===== src/rtl/rv32_mem_pkg.sv =====
// Shared encodings for the RV32 memory stage: result-select codes, access
// size codes, and the bus FSM state type.
package rv32_mem_pkg;

  // Writeback result select
  localparam logic [2:0] RS_ALU  = 3'b000;
  localparam logic [2:0] RS_MEM  = 3'b001;
  localparam logic [2:0] RS_PC4  = 3'b010;
  localparam logic [2:0] RS_IMM  = 3'b011;
  localparam logic [2:0] RS_PCT  = 3'b100;

  // Access size / sign (funct3)
  localparam logic [2:0] F3_B    = 3'b000;
  localparam logic [2:0] F3_H    = 3'b001;
  localparam logic [2:0] F3_W    = 3'b010;
  localparam logic [2:0] F3_BU   = 3'b100;
  localparam logic [2:0] F3_HU   = 3'b101;

  // Data bus FSM, 2-bit encoded
  typedef enum logic [1:0] {
    ST_IDLE = 2'd0,
    ST_REQ  = 2'd1,
    ST_WAIT = 2'd2
  } mem_state_e;

  // Unsigned sizes exist only for loads; anything else is illegal.
  function automatic logic size_legal(input logic [2:0] f3, input logic we);
    case (f3)
      F3_B, F3_H, F3_W: size_legal = 1'b1;
      F3_BU, F3_HU:     size_legal = ~we;
      default:          size_legal = 1'b0;
    endcase
  endfunction

endpackage


===== src/rtl/mem_stage_lsu_load_align.sv =====
// Load data alignment: picks the addressed byte/half out of the bus word and
// sign- or zero-extends it to 32 bits.
module load_align
  import rv32_mem_pkg::*;
(
  input  logic [31:0] rdata,
  input  logic [1:0]  addr_lo,
  input  logic [2:0]  funct3,
  output logic [31:0] value
);

  logic [7:0]  byte_sel;
  logic [15:0] half_sel;

  // Lane select by low address bits
  always_comb begin
    case (addr_lo)
      2'd0:    byte_sel = rdata[7:0];
      2'd1:    byte_sel = rdata[15:8];
      2'd2:    byte_sel = rdata[23:16];
      default: byte_sel = rdata[31:24];
    endcase
    half_sel = addr_lo[1] ? rdata[31:16] : rdata[15:0];
  end

  // Extension by size/sign; illegal codes never reach writeback, pass the word
  always_comb begin
    case (funct3)
      F3_B:    value = {{24{byte_sel[7]}}, byte_sel};
      F3_BU:   value = {24'd0, byte_sel};
      F3_H:    value = {{16{half_sel[15]}}, half_sel};
      F3_HU:   value = {16'd0, half_sel};
      default: value = rdata;
    endcase
  end

endmodule


===== src/rtl/mem_stage_lsu.sv =====
// RV32 memory stage: issues loads/stores on a valid/ready data bus, stalls
// the upstream pipeline until the access completes, aligns load data and
// registers the selected result into the MEM/WB stage.
module mem_stage_lsu
  import rv32_mem_pkg::*;
#(
  parameter int DATA_WIDTH = 32,
  parameter int ADDR_WIDTH = 32
) (
  input  logic                  clk,
  input  logic                  rst_n,
  input  logic [DATA_WIDTH-1:0] M_ALUResult,
  input  logic [DATA_WIDTH-1:0] M_WriteData,
  input  logic [DATA_WIDTH-1:0] M_ImmExt,
  input  logic [DATA_WIDTH-1:0] M_PCPlus4,
  input  logic [DATA_WIDTH-1:0] M_PCTarget,
  input  logic [4:0]            M_Rd,
  input  logic [2:0]            M_ResultSrc,
  input  logic [2:0]            M_Funct3,
  input  logic                  M_RegWrite,
  input  logic                  M_MemWrite,
  output logic                  dbus_req_valid,
  input  logic                  dbus_req_ready,
  output logic                  dbus_req_we,
  output logic [ADDR_WIDTH-1:0] dbus_req_addr,
  output logic [DATA_WIDTH-1:0] dbus_req_wdata,
  output logic [3:0]            dbus_req_wstrb,
  input  logic                  dbus_rsp_valid,
  input  logic [DATA_WIDTH-1:0] dbus_rsp_rdata,
  input  logic                  dbus_rsp_err,
  output logic                  mem_stall,
  output logic                  mem_misalign,
  output logic                  mem_buserr,
  output logic [DATA_WIDTH-1:0] W_Result,
  output logic [4:0]            W_Rd,
  output logic                  W_RegWrite
);

  mem_state_e            state;
  logic [ADDR_WIDTH-1:0] addr;
  logic                  is_load, access, misalign;
  logic                  rsp_done, err;
  logic [DATA_WIDTH-1:0] load_val, result;

  assign addr     = M_ALUResult[ADDR_WIDTH-1:0];
  assign is_load  = (M_ResultSrc == RS_MEM);
  assign access   = M_MemWrite | is_load;
  assign misalign = access & (~size_legal(M_Funct3, M_MemWrite)
                           | ((M_Funct3[1:0] == 2'b01) & addr[0])
                           | ((M_Funct3[1:0] == 2'b10) & (addr[1:0] != 2'b00)));

  // Responses only count while waiting for one; stray ones are dropped
  assign rsp_done = (state == ST_WAIT) & dbus_rsp_valid;
  assign err      = rsp_done & dbus_rsp_err;

  assign mem_misalign  = (state == ST_IDLE) & misalign;
  assign mem_buserr    = err;
  assign dbus_req_we   = M_MemWrite;
  assign dbus_req_addr = {addr[ADDR_WIDTH-1:2], 2'b00};

  // Request/stall: request goes out combinationally from IDLE so a ready
  // slave can accept in the same cycle the instruction arrives
  always_comb begin
    dbus_req_valid = 1'b0;
    mem_stall      = 1'b0;
    case (state)
      ST_IDLE: begin
        dbus_req_valid = access & ~misalign;
        mem_stall      = access & ~misalign;
      end
      ST_REQ: begin
        dbus_req_valid = 1'b1;
        mem_stall      = 1'b1;
      end
      ST_WAIT:  mem_stall = ~dbus_rsp_valid;
      default: ;
    endcase
  end

  // Store byte enables and lane-replicated write data
  always_comb begin
    dbus_req_wstrb = 4'b0000;
    dbus_req_wdata = M_WriteData;
    case (M_Funct3[1:0])
      2'b00: begin
        dbus_req_wstrb = 4'b0001 << addr[1:0];
        dbus_req_wdata = {4{M_WriteData[7:0]}};
      end
      2'b01: begin
        dbus_req_wstrb = 4'b0011 << {addr[1], 1'b0};
        dbus_req_wdata = {2{M_WriteData[15:0]}};
      end
      default: dbus_req_wstrb = 4'b1111;
    endcase
    if (!M_MemWrite) dbus_req_wstrb = 4'b0000;
  end

  load_align u_load_align (
    .rdata   (dbus_rsp_rdata),
    .addr_lo (addr[1:0]),
    .funct3  (M_Funct3),
    .value   (load_val)
  );

  // Writeback source mux; unused codes fall back to the ALU result
  always_comb begin
    case (M_ResultSrc)
      RS_MEM:  result = load_val;
      RS_PC4:  result = M_PCPlus4;
      RS_IMM:  result = M_ImmExt;
      RS_PCT:  result = M_PCTarget;
      default: result = M_ALUResult;
    endcase
  end

  // Bus FSM: IDLE issues, REQ holds until accepted, WAIT until response
  always_ff @(posedge clk or negedge rst_n) begin
    if (!rst_n) begin
      state <= ST_IDLE;
    end else begin
      case (state)
        ST_IDLE: if (dbus_req_valid) state <= dbus_req_ready ? ST_WAIT : ST_REQ;
        ST_REQ:  if (dbus_req_ready) state <= ST_WAIT;
        ST_WAIT: if (dbus_rsp_valid) state <= ST_IDLE;
        default: state <= ST_IDLE;
      endcase
    end
  end

  // MEM/WB register: advance when not stalled, otherwise insert a bubble
  always_ff @(posedge clk or negedge rst_n) begin
    if (!rst_n) begin
      W_Result   <= '0;
      W_Rd       <= '0;
      W_RegWrite <= 1'b0;
    end else if (!mem_stall) begin
      W_Result   <= result;
      W_Rd       <= M_Rd;
      W_RegWrite <= M_RegWrite & ~misalign & ~err;
    end else begin
      W_RegWrite <= 1'b0;
    end
  end

endmodule


===== config.mk =====
export PLATFORM = sky130hd
export DESIGN_NAME = mem_stage_lsu
export DESIGN_NICKNAME = d
export VERILOG_FILES = /design/src/rtl/rv32_mem_pkg.sv /design/src/rtl/mem_stage_lsu_load_align.sv /design/src/rtl/mem_stage_lsu.sv
export SDC_FILE = /design/constraint.sdc
export NUM_CORES = 1
export LEC_CHECK = 0
export ABC_AREA = 1
export BUFFER_PORTS_ARGS = -buffer_cell sky130_fd_sc_hd__buf_2
export CORE_AREA = 2 2 124 126
export DETAILED_ROUTE_END_ITERATION = 7
export DIE_AREA = 0 0 126 128
export GPL_ROUTABILITY_DRIVEN = 0
export PLACE_DENSITY_LB_ADDON = 0.1
export SETUP_SLACK_MARGIN = 0.3
export SLEW_MARGIN = 20
export SYNTH_ARGS = -nofsm -noshare
export SYNTH_HDL_FRONTEND = slang
export SYNTH_SLANG_ARGS = --single-unit

===== constraint.sdc =====
create_clock -name clk -period 1.5 [get_ports clk]
set_input_delay 0.15 -clock clk [delete_from_list [all_inputs] [get_ports clk]]
set_output_delay 0.15 -clock clk [all_outputs]
set_load 0.01 [all_outputs]

* After elaboration in Yosys (flattened, before gate mapping)
Index checks and enable logic that the tools add are counted.
** Operators by class
- Mux-type cells :: 16
- Shift operators :: 2
- Bitwise gates (word level) :: 17
- Reduce and logical (&&, ||, !) cells :: 8
- Equality and inequality tests :: 17
** Operator list (count)
- case mux 32 bit (4 select lines) :: 2
- case mux 32 bit (2 select lines) :: 1
- case mux 8 bit (3 select lines) :: 1
- two-way mux 16 bit :: 1
- bitwise AND 1 bit :: 9
- equality test 3 x 2 -> 1 bit, second input constant :: 3
- equality test 3 bit, second input constant :: 3
- two-way mux 2 bit :: 4
- case mux 4 bit (2 select lines) :: 1
- equality test 2 x 1 -> 1 bit, second input constant :: 3
- equality test 2 bit, second input constant :: 3
- equality test 3 x 1 -> 1 bit, second input constant :: 2
- zero test 2 bit :: 3
- != test 2 bit, second input constant :: 3
- case mux 2 bit (3 select lines) :: 1
- inverter 1 bit :: 5
- two-way mux 4 bit :: 1
- case mux 1 bit (2 select lines) :: 2
- left shift 1 x 2 -> 4 bit, first input constant :: 1
- left shift 2 x 2 -> 4 bit, first input constant :: 1
- zero test 3 bit :: 1
- OR 1 bit :: 3
- case mux 1 bit (3 select lines) :: 1
- AND reduction 3 bit :: 1
- other kinds (4) :: 4
** Storage, ports and cells
- Bits in registers :: 40
- Word-level logic and storage cells :: 64
- Input port bits :: 210
- Output and inout port bits :: 111

* Depth between registers and ports, before layout
Gate-level depths: netlist (run 1).
- Depth in word-level cells :: 12
- Depth in mapped cells :: 12
- Mapped depth without buffers :: 11

* Modules after synthesis
From an unflattened synthesis (run 1), not the netlist that was laid out.
** Unflattened totals
- Cell total of the unflattened synthesis :: 853
- Area total of the unflattened synthesis :: 4867.2 µm²
** Modules (own cells, without submodules)
- mem_stage_lsu :: area each 3971.3 µm², instances 1, cells each 661
- load_align :: area each 895.9 µm², instances 1, cells each 192

* Worst setup path before layout (run 1)
No wires, ideal clock.
- Path type :: reg2reg
- Start point :: register state[0]
- End point :: register W_Result[10]
- Setup time :: 0.116 ns
- Setup slack :: 0.257 ns
- Data required time :: 1.384 ns
- Period minus slack after synthesis :: 1.243 ns
- Cell stages (with the launch flop) :: 10
- Arrival time :: 1.126 ns
- Cells stage by stage :: dfrtp_1 > inv_1 > nand2_1 > a21oi_1 > nand3_1 > nand2_2 > buf_4 > nor2_1 > nand2_1 > nand2_1
** Between the ends
- Word-level cells in the longest chain between the ends :: 2
- Elaborated cells between the ends (all ways) :: 4
** RTL lines
- start, declared :: line mem_stage_lsu.sv:39 : mem_state_e state;
- start signal, assigned :: line mem_stage_lsu.sv:122 : ST_IDLE: if (dbus_req_valid) state <= dbus_req_ready ? ST_WAIT : ST_REQ;
- equality test 2 bit, or another cell as far along :: line mem_stage_lsu.sv:66 : case (state)
- case mux 1 bit (3 select lines) * :: line mem_stage_lsu.sv:66
- end signal, assigned :: line mem_stage_lsu.sv:137 : W_Result <= result;
- end, declared :: line mem_stage_lsu.sv:34 : output logic [DATA_WIDTH-1:0] W_Result,
Mark *: on every way between the ends. The rest lies on a longest branch, timed or not.
A chain may end at the register's enable or synchronous reset.

* Final worst setup path (run 1)
- Start point :: register state[1]
- End point :: output mem_stall
** Between the ends
- Word-level cells in the longest chain between the ends :: 2
- Elaborated cells between the ends (all ways) :: 4
** RTL lines
- equality test 2 bit, or another cell as far along :: line mem_stage_lsu.sv:66
- case mux 1 bit (3 select lines) * :: line mem_stage_lsu.sv:66
- end, declared :: line mem_stage_lsu.sv:31 : output logic mem_stall,
Marked as above.

==> results of run 1 <==
registers in the layout, indices dropped and copies added (netlist names):
| signal | count |
|---|---|
| W_Result | 32 |
| W_Rd | 5 |
| state | 2 |
| W_RegWrite | 1 |
cells in the final DEF, fill, tap and decap left out, types with 2 or more instances in the layout:
master,synthesis,layout
clkbuf_16,0,7
or2_2,5,5
nor2_1,121,114
o211ai_1,6,6
o21ai_2,0,2
inv_2,4,9
o21ai_0,17,11
clkinvlp_4,0,2
conb_1,1,2
nand4_1,2,2
inv_1,39,34
a21oi_2,0,4
nand3b_1,7,7
nand2_1,368,354
dfrtp_1,40,40
buf_12,0,11
o21ai_1,1,5
nand3_1,75,70
buf_6,1,15
nor2_4,3,7
buf_16,0,4
a21oi_1,12,8
nand2_4,1,12
nand2_2,2,5
diode_2,0,4
nor2_2,2,5
buf_4,46,37
buf_2,23,310
nand3_2,1,6
layer usage:
metal  track usage, %  routed length, um  up-vias
met5                0                  0        -
met4             4.78                298        0
met2             42.8               9800      238
met1             31.0               8750     2638
li1                 -                  -     3029
met3             4.26               1320       19
Yosys cell counts:
cell / instances / area [um^2]
nand3b_1: 7 / 52.6
dfrtp_1: 40 / 1000
nor3_1: 1 / 5.00
nand2_4: 1 / 11.3
nand4_1: 2 / 12.5
buf_4: 46 / 345
o211ai_1: 6 / 45.0
inv_1: 39 / 146
a21oi_1: 12 / 60.1
nor2_4: 3 / 33.8
nor2_1: 121 / 454
nor3b_1: 1 / 7.51
buf_2: 23 / 115
inv_2: 4 / 15.0
o21ai_1: 1 / 5.00
nand3_1: 75 / 375
clkbuf_1: 9 / 33.8
o22ai_1: 1 / 6.26
buf_6: 1 / 11.3
nand2_2: 2 / 12.5
nand3_2: 1 / 10.0
conb_1: 1 / 3.75
o21ai_0: 17 / 85.1
nand3_4: 1 / 17.5
nor2_2: 2 / 12.5
nand2_1: 368 / 1380
or2_2: 5 / 31.3
stage by stage:
stage	setup TNS [ns]	hold WS, ns	std cells
2_1_floorplan	0	-0.146	791
3_3_place_gp	0	0.164	1259
3_5_place_dp	-0.0723	0.155	1259
4_1_cts	-0.0905	0.0100	1281
5_1_grt	-4.41	0.0174	1290
6_report	-0.874	0.0148	1292
cell type report:
cell class,instances,area (um^2),area share [%]
timing repair buffer,380,2390,35.4
multi-input combinational,629,2810,41.5
antenna,4,10.0,0.148
sequential,40,1000,14.8
inverter,43,161,2.39
clock inverter,2,15.0,0.222
tap,188,235,3.48
clock buffer,6,139,2.06
cell families (layout without fill, tap and decap cells):
logic type / count (synthesis) / after routing / share of synthesized area [%]
other cells: 1 / 6 / 0.0874
flops: 40 / 40 / 23.3
simple gates: 590 / 590 / 56.3
compound gates: 37 / 37 / 4.70
buf+inv: 122 / 431 / 15.5
power breakdown:
group / total (uW) / internal [uW] / switching, uW
Combinational: 2780 / 1250 / 1530
Clock: 1170 / 664 / 507
Sequential: 1530 / 1360 / 170
Total: 5480 / 3270 / 2210
how the worst max path moves through the flow:
stage | endpoint | slack [ns] | cells after the start
finish | mem_stall | -0.09 | 7
global route | mem_stall | -0.17 | 7
CTS | mem_stall | -0.04 | 7
detailed placement | W_Result[6]$_DFFE_PN0N_ | -0.04 | 9
global placement | W_Result[6]$_DFFE_PN0N_ | 0.01 | 7
floorplan | W_Result[10]$_DFFE_PN0N_ | 0.26 | 9
timing repair:
item,4_1_cts,5_1_grt
pin swaps,6,15
cloned,4,2
buffers inserted,9,5
endpoints found under the setup margin,59,60
hold buffers,1,0
endpoints found under the hold margin,19,0
resized for setup,35,50
==> flow_metrics.env, run 1 <==
export IMPL_status="finished with violations"
export IMPL_failed_checks="negative setup slack"
export IMPL_max_freq_ghz=0.628
export IMPL_syn_inst=790
export IMPL_p_leak_uw=0.00397
export IMPL_place_area_um2=6020
export IMPL_core_um2=14900
export IMPL_drc=0
export IMPL_irDropWorstVdd_uv=366
export IMPL_slowest_stage="dfrtp_1"
export IMPL_crit_fanout=4
export IMPL_worstHoldPathCells=2
export IMPL_dr_pass1_iters=4
export IMPL_p_per_area_nw_per_um2=811
export IMPL_fin_util_pct=45.5
export IMPL_rrSetupSlack_ns=-0.06
export IMPL_syn_area_per_cell_um2=5.43
export IMPL_power_uw=5480
export IMPL_die_w_um=126
export IMPL_dp_slack_ns=-0.0402
export IMPL_yosysUniqueCellTypes=27
export IMPL_grt_overflow=0
export IMPL_worstSetupPathType="reg -> out"
export IMPL_final_nets=1309
export IMPL_grt_usage_pct=24.2
export IMPL_hp_start="dbus_req_ready"
export IMPL_hold_viol_final=0
export IMPL_row_count=45
export IMPL_cts_max_level=2
export IMPL_grt_max_degree=29
export IMPL_antenna_found_initial=4
export IMPL_clk_latency_ns=0.30
export IMPL_clkTransAtPathRegs_ns=0.06
export IMPL_fin_ws_ns=-0.0931
export IMPL_worst_ep_required_time_ns=1.35
export IMPL_stdcell_area_um2=6760
export IMPL_setup_viol=27
export IMPL_slew_viol_final=0
export IMPL_cts_sinks=40
export IMPL_rsz0062_at_grt="yes"
export IMPL_wl_mm=20.2
export IMPL_cp_end_kind="primary output"
export IMPL_reg2reg_to="W_Result[29]$_DFFE_PN0N_"
export IMPL_worst_pin_slew_ns=0.524
export IMPL_min_to="state[0]$_DFFE_PN0P_"
export IMPL_grt_first_pass_wirelength_mm=30.5
export IMPL_r2r_cells=10
export IMPL_timing_rr_start="state[1]$_DFFE_PN0P_"
export IMPL_ys_seq_elements=40
export IMPL_layout_drive_gt1_share_pct=40.4
export IMPL_relSlewSlack_pct=65.1
export IMPL_vias=5924
export IMPL_clockRootBuffer="clkbuf_16"
export IMPL_critical_path_max_stage_delay_ns=0.43
export IMPL_maxCapViolCount=0
export IMPL_yosysWarnings=0
export IMPL_arrival_ns=1.44
export IMPL_synth_area_um2=4290
export IMPL_io_buffers=318
export IMPL_critPathLaunch="state[1]$_DFFE_PN0P_"
export IMPL_crit_chain="inv_2, nand2_2, a21oi_2, nand3_2, nand2_4, buf_12, buf_6"
export IMPL_ys_seq_area_share_pct=23.3
export IMPL_startpoint_type="flop"
export IMPL_fillers=1672
export IMPL_crit_family="flip-flops"
export IMPL_synthToLayoutAreaGrowth_pct=57.5
export IMPL_ant_nets=0
export IMPL_cts_tree="yes"
export IMPL_fin_crit_ns=1.59
export IMPL_cts_max_path_buffers=2
export IMPL_drt_vias_per_instance=4.59
export IMPL_min_path_type="in -> reg"
export IMPL_fin_worst_skew_ns=0.00659
export IMPL_drtIter0Drc=271
export IMPL_fp_dieH_um=128
export IMPL_min_period_over_period_pct=106
export IMPL_die_area_um2=16100
export IMPL_wl_per_cell_um=15.6
export IMPL_initial_core_util_pct=28.9
export IMPL_hpwl_mm=15.6
export IMPL_path_buf_inv=3
export IMPL_first_global_vias=5755
export IMPL_io_pins=321
export IMPL_cts_buffers=5
Note: power is estimated with default switching activity, not from simulation.
==> inputs of run 2 (changes only) <==
--- a/config.mk
+++ b/config.mk
@@ -8,6 +8,7 @@
 export ABC_AREA = 1
 export BUFFER_PORTS_ARGS = -buffer_cell sky130_fd_sc_hd__buf_2
 export CORE_AREA = 2 2 124 126
+export CTS_BUF_LIST = sky130_fd_sc_hd__clkbuf_8
 export DETAILED_ROUTE_END_ITERATION = 7
 export DIE_AREA = 0 0 126 128
 export GPL_ROUTABILITY_DRIVEN = 0
==> flow_metrics.env, run 2 (synthesized netlist as in run 1, its figures left out) <==
export IMPL_status="finished with violations"
export IMPL_failed_checks="negative setup slack"
export IMPL_p_leak_uw=0.00393
export IMPL_wl_per_cell_um=15.4
export IMPL_fin_crit_ns=1.59
export IMPL_grt_max_degree=29
export IMPL_p_per_area_nw_per_um2=760
export IMPL_cp_end_kind="primary output"
export IMPL_largest_register_ffs=32
export IMPL_row_count=45
export IMPL_instances_no_fill=1293
export IMPL_hpwl_mm=15.6
export IMPL_final_cell_mix="nand2_1, buf_2, nor2_1"
export IMPL_cts_max_level=2
export IMPL_grt_first_pass_wirelength_mm=30.3
export IMPL_fp_dieH_um=128
export IMPL_core_um2=14900
export IMPL_critical_path_max_stage_delay_ns=0.43
export IMPL_cts_max_path_buffers=2
export IMPL_synthToLayoutAreaGrowth_pct=55.1
export IMPL_setup_viol=18
export IMPL_placedCellCount=1259
export IMPL_fillers=1673
export IMPL_cts_sinks=40
export IMPL_io_pins=321
export IMPL_irDropWorstVdd_uv=358
export IMPL_max_freq_ghz=0.631
export IMPL_cts_tree="yes"
export IMPL_ant_nets=0
export IMPL_hold_viol_final=0
export IMPL_drc=0
export IMPL_fin_worst_skew_ns=0.0103
export IMPL_clk_latency_ns=0.32
export IMPL_finalHoldWorstSlack_ns=0.0269
export IMPL_rsz0062_at_grt="yes"
export IMPL_slowest_stage="dfrtp_1"
export IMPL_antenna_found_initial=4
export IMPL_top_register="W_Result"
export IMPL_path_common_cell="nand2_2"
export IMPL_final_setup_tns_ns=-0.442
export IMPL_slew_viol_final=0
export IMPL_startpoint_type="flop"
export IMPL_grt_overflow=0
export IMPL_vias=5855
export IMPL_arrival_ns=1.44
export IMPL_min_path_type="in -> reg"
export IMPL_final_common_cell="nand2_1"
export IMPL_final_nets=1310
export IMPL_worst_pin_slew_ns=0.521
export IMPL_power_uw=5060
export IMPL_crit_fanout=4
export IMPL_dr_pass1_iters=6
export IMPL_clkTransAtPathRegs_ns=0.10
export IMPL_die_w_um=126
export IMPL_fin_ws_ns=-0.0853
export IMPL_largest_registers="W_Result: 32 flops, W_Rd: 5 flops, state: 2 flops"
export IMPL_worstSetupPathType="reg -> out"
export IMPL_clockRootBuffer="clkbuf_8"
export IMPL_worst_ep_required_time_ns=1.35
export IMPL_cts_buffers=5
export IMPL_worstHoldPathCells=3
export IMPL_crit_chain="inv_2, nand2_2, a21oi_2, nand3_1, nand2_2, buf_12, buf_6"
export IMPL_relSlewSlack_pct=65.3
export IMPL_drtIter0Drc=222
export IMPL_die_area_um2=16100
export IMPL_initial_core_util_pct=28.9
export IMPL_layout_drive_gt1_share_pct=40.5
export IMPL_drt_vias_per_instance=4.53
export IMPL_first_global_vias=5742
export IMPL_grt_usage_pct=24.0
export IMPL_maxCapViolCount=0
export IMPL_wl_mm=19.9
export IMPL_min_period_over_period_pct=106
export IMPL_io_buffers=318
export IMPL_r2r_cells=10
## run 2: metal layers
layer	vias up	wire [um]	track usage (%)
li1	3024	-	-
met4	0	255	4.78
met2	211	9590	41.7
met1	2603	8870	31.2
met5	-	0	0
met3	17	1210	4.38
## run 2: layout make-up
| class | count | area, um^2 | share of cell area [%] |
|---|---|---|---|
| tap | 188 | 235 | 3.54 |
| antenna | 4 | 10.0 | 0.150 |
| inverter | 43 | 161 | 2.43 |
| sequential | 40 | 1000 | 15.0 |
| clock buffer | 6 | 82.6 | 1.24 |
| multi-input combinational | 629 | 2800 | 42.1 |
| clock inverter | 2 | 15.0 | 0.226 |
| timing repair buffer | 381 | 2350 | 35.3 |
## run 2: power breakdown
group / internal [uW] / total (uW) / switching [uW]
logic: 1180 / 2670 / 1490
clock network: 374 / 853 / 479
registers: 1360 / 1530 / 168
total: 2920 / 5060 / 2140
## run 2: final timing paths
path / from / end / slack, ns
hold / removal: M_Rd[3] / W_Rd[3]$_DFFE_PN0N_ / 0.03
hold reg to reg: W_Result[2]$_DFFE_PN0N_ / W_Result[2]$_DFFE_PN0N_ / 0.48
setup / recovery: state[1]$_DFFE_PN0P_ / mem_stall / -0.09
setup reg to reg: state[1]$_DFFE_PN0P_ / W_Result[11]$_DFFE_PN0N_ / -0.03
min in group asynchronous: rst_n / W_Result[9]$_DFFE_PN0N_ / 0.34
max in group asynchronous: rst_n / W_Result[19]$_DFFE_PN0N_ / 0.66
## run 2: worst max-delay path: cells and delay by family (launching register included)
kind                   cells  cell delay [ns]
buffers and inverters      3             0.29
DFF                        1             0.43
AOI/OAI and AO/OA          1             0.11
and+or+nand+nor            3             0.29
## run 2: repair_timing
item | 4_1_cts | 5_1_grt
hold buffers | 2 | 0
gates cloned | 4 | 0
hold endpoints to repair | 20 | 0
pin swaps | 7 | 12
setup buffers | 9 | 7
endpoints found under the setup margin | 59 | 63
gates resized for setup | 44 | 39
## run 2: through the flow
stage	util, %	setup slack (ns)	area (um^2)
after floorplan	-	0.257	4310
after global placement	40.5	0.0104	6020
after detailed placement	40.5	-0.0402	6020
after CTS	43.4	-0.0618	6460
after global routing	44.7	-0.167	6650
final	44.8	-0.0853	6650
==> inputs of run 3 (changes only) <==
--- a/config.mk
+++ b/config.mk
@@ -12,8 +12,10 @@
 export DETAILED_ROUTE_END_ITERATION = 7
 export DIE_AREA = 0 0 126 128
 export GPL_ROUTABILITY_DRIVEN = 0
+export GPL_TIMING_DRIVEN = 1
 export PLACE_DENSITY_LB_ADDON = 0.1
 export SETUP_SLACK_MARGIN = 0.3
+export SKIP_LAST_GASP = 1
 export SLEW_MARGIN = 20
 export SYNTH_ARGS = -nofsm -noshare
 export SYNTH_HDL_FRONTEND = slang
==> flow_metrics.env, run 3 (synthesized netlist as in run 1, its figures left out) <==
export IMPL_irDropWorstVdd_uv=362
export IMPL_timing_rr_start="state[1]$_DFFE_PN0P_"
export IMPL_vias=5963
export IMPL_largest_register_ffs=32
export IMPL_path_buf_inv=3
export IMPL_final_nets=1319
export IMPL_placedCellCount=1259
export IMPL_seqCellArea_um2=1000
export IMPL_p_per_area_nw_per_um2=786
export IMPL_fin_ws_ns=-0.0785
export IMPL_clk_latency_ns=0.32
export IMPL_maxCapViolCount=0
export IMPL_power_uw=5440
export IMPL_fp_dieH_um=128
export IMPL_final_common_cell="nand2_1"
export IMPL_grt_max_degree=29
export IMPL_dr_pass1_iters=4
export IMPL_grt_first_pass_wirelength_mm=30.3
export IMPL_ant_nets=0
export IMPL_setup_viol=11
export IMPL_cts_sinks=40
export IMPL_drtIter0Drc=256
export IMPL_worst_pin_slew_ns=0.522
export IMPL_worst_ep_required_time_ns=1.35
export IMPL_hold_viol_final=0
export IMPL_slew_viol_final=0
export IMPL_worstSetupPathType="reg -> out"
export IMPL_hp_start="M_Rd[3]"
export IMPL_final_cell_mix="nand2_1, buf_2, nor2_1"
export IMPL_fillers=1670
export IMPL_die_area_um2=16100
export IMPL_worstHoldPathCells=3
export IMPL_cts_buffers=5
export IMPL_row_count=45
export IMPL_min_to="W_Rd[3]$_DFFE_PN0N_"
export IMPL_arrival_ns=1.43
export IMPL_layout_drive_gt1_share_pct=42.4
export IMPL_grt_usage_pct=23.9
export IMPL_slowest_stage="dfrtp_1"
export IMPL_wl_per_cell_um=15.9
export IMPL_largest_registers="W_Result: 32 flops, W_Rd: 5 flops, state: 2 flops"
export IMPL_multi_input_area_um2=2870
export IMPL_r2r_cells=11
export IMPL_fin_worst_skew_ns=0.0107
export IMPL_critical_path_max_stage_delay_ns=0.43
export IMPL_hpwl_mm=15.6
export IMPL_top_register="W_Result"
export IMPL_cts_max_path_buffers=2
export IMPL_startpoint_type="flop"
export IMPL_first_global_vias=5755
export IMPL_drc=0
export IMPL_instances_no_fill=1302
export IMPL_reg2reg_to="W_Result[26]$_DFFE_PN0N_"
export IMPL_min_path_type="in -> reg"
export IMPL_status="finished with violations"
export IMPL_synthToLayoutAreaGrowth_pct=61.4
export IMPL_io_pins=321
export IMPL_p_leak_uw=0.00404
export IMPL_core_um2=14900
export IMPL_crit_family="flip-flops"
export IMPL_initial_core_util_pct=28.9
export IMPL_io_buffers=318
export IMPL_min_period_over_period_pct=105
export IMPL_cts_max_level=2
export IMPL_die_w_um=126
export IMPL_fin_crit_ns=1.58
export IMPL_rsz0062_at_grt="yes"
export IMPL_grt_overflow=0
export IMPL_rrSetupSlack_ns=-0.02
export IMPL_crit_fanout=4
export IMPL_crit_chain="inv_2, nand2_2, a21oi_2, nand3_2, nand2_4, buf_12, buf_6"
export IMPL_relSlewSlack_pct=65.2
export IMPL_cts_tree="yes"
export IMPL_drt_vias_per_instance=4.58
export IMPL_max_freq_ghz=0.634
export IMPL_antenna_found_initial=4
export IMPL_clkTransAtPathRegs_ns=0.09
export IMPL_clockRootBuffer="clkbuf_8"
export IMPL_wl_mm=20.6
export IMPL_cp_end_kind="primary output"
export IMPL_failed_checks="negative setup slack"
==> run 3: timing repair <==
| item | CTS | global route |
|---|---|---|
| gates cloned | 4 | 6 |
| resized for setup | 39 | 75 |
| buffers inserted | 9 | 10 |
| hold buffers | 2 | 0 |
| pin swaps | 6 | 32 |
| endpoints found under the setup margin | 59 | 63 |
| hold endpoints to repair | 20 | 0 |
==> run 3: layout make-up <==
cell class	count	area share, %
multi-input combinational	629	41.5
tap	188	3.40
sequential	40	14.5
clock buffer	6	1.19
clock inverter	2	0.217
inverter	43	2.33
antenna	4	0.145
timing repair buffer	390	36.8
==> run 3: per-layer routing <==
| layer | up-vias | global-route usage [%] | routed length (um) |
|---|---|---|---|
| li1 | 3046 | - | - |
| met1 | 2673 | 31.1 | 9200 |
| met2 | 229 | 41.8 | 9970 |
| met3 | 15 | 4.34 | 1270 |
| met4 | 0 | 4.91 | 210 |
| met5 | - | 0 | 0 |
==> run 3: where the power goes <==
part	internal [uW]	switching, uW
combinational	1430	1620
clock	374	474
sequential	1360	178
total	3170	2280
==> run 3: worst max path at each step <==
stage | endpoint | slack [ns] | cells after the start | from
finish | mem_stall | -0.08 | 7 | state[1]$_DFFE_PN0P_
floorplan | W_Result[10]$_DFFE_PN0N_ | 0.26 | 9 | state[0]$_DFFE_PN0P_
detailed placement | W_Result[6]$_DFFE_PN0N_ | -0.04 | 9 | M_ResultSrc[1]
global route | mem_stall | -0.16 | 7 | state[1]$_DFFE_PN0P_
global placement | W_Result[6]$_DFFE_PN0N_ | 0.01 | 7 | state[0]$_DFFE_PN0P_
CTS | dbus_req_valid | -0.06 | 7 | state[1]$_DFFE_PN0P_
==> run 3: worst register-to-register path, delay by kind of cell, from the launching register on <==
family | cells | cell delay (ns)
compound gates | 1 | 0.12
buf+inv | 4 | 0.45
flops | 1 | 0.43
simple gates | 6 | 0.42
==> run 3: metrics by stage <==
stage | utilization [%] | hold slack (ns) | worst slack (ns) | TNS (ns) | instance area (um^2)
after detailed placement | 40.5 | 0.155 | -0.0402 | -0.0723 | 6020
final | 46.6 | 0.0391 | -0.0785 | -0.259 | 6920
after CTS | 43.4 | 0.0230 | -0.0618 | -0.381 | 6450
after global routing | 46.5 | 0.0373 | -0.164 | -2.72 | 6920
after global placement | 40.5 | 0.164 | 0.0104 | 0 | 6020
after floorplan | - | -0.146 | 0.257 | 0 | 4310
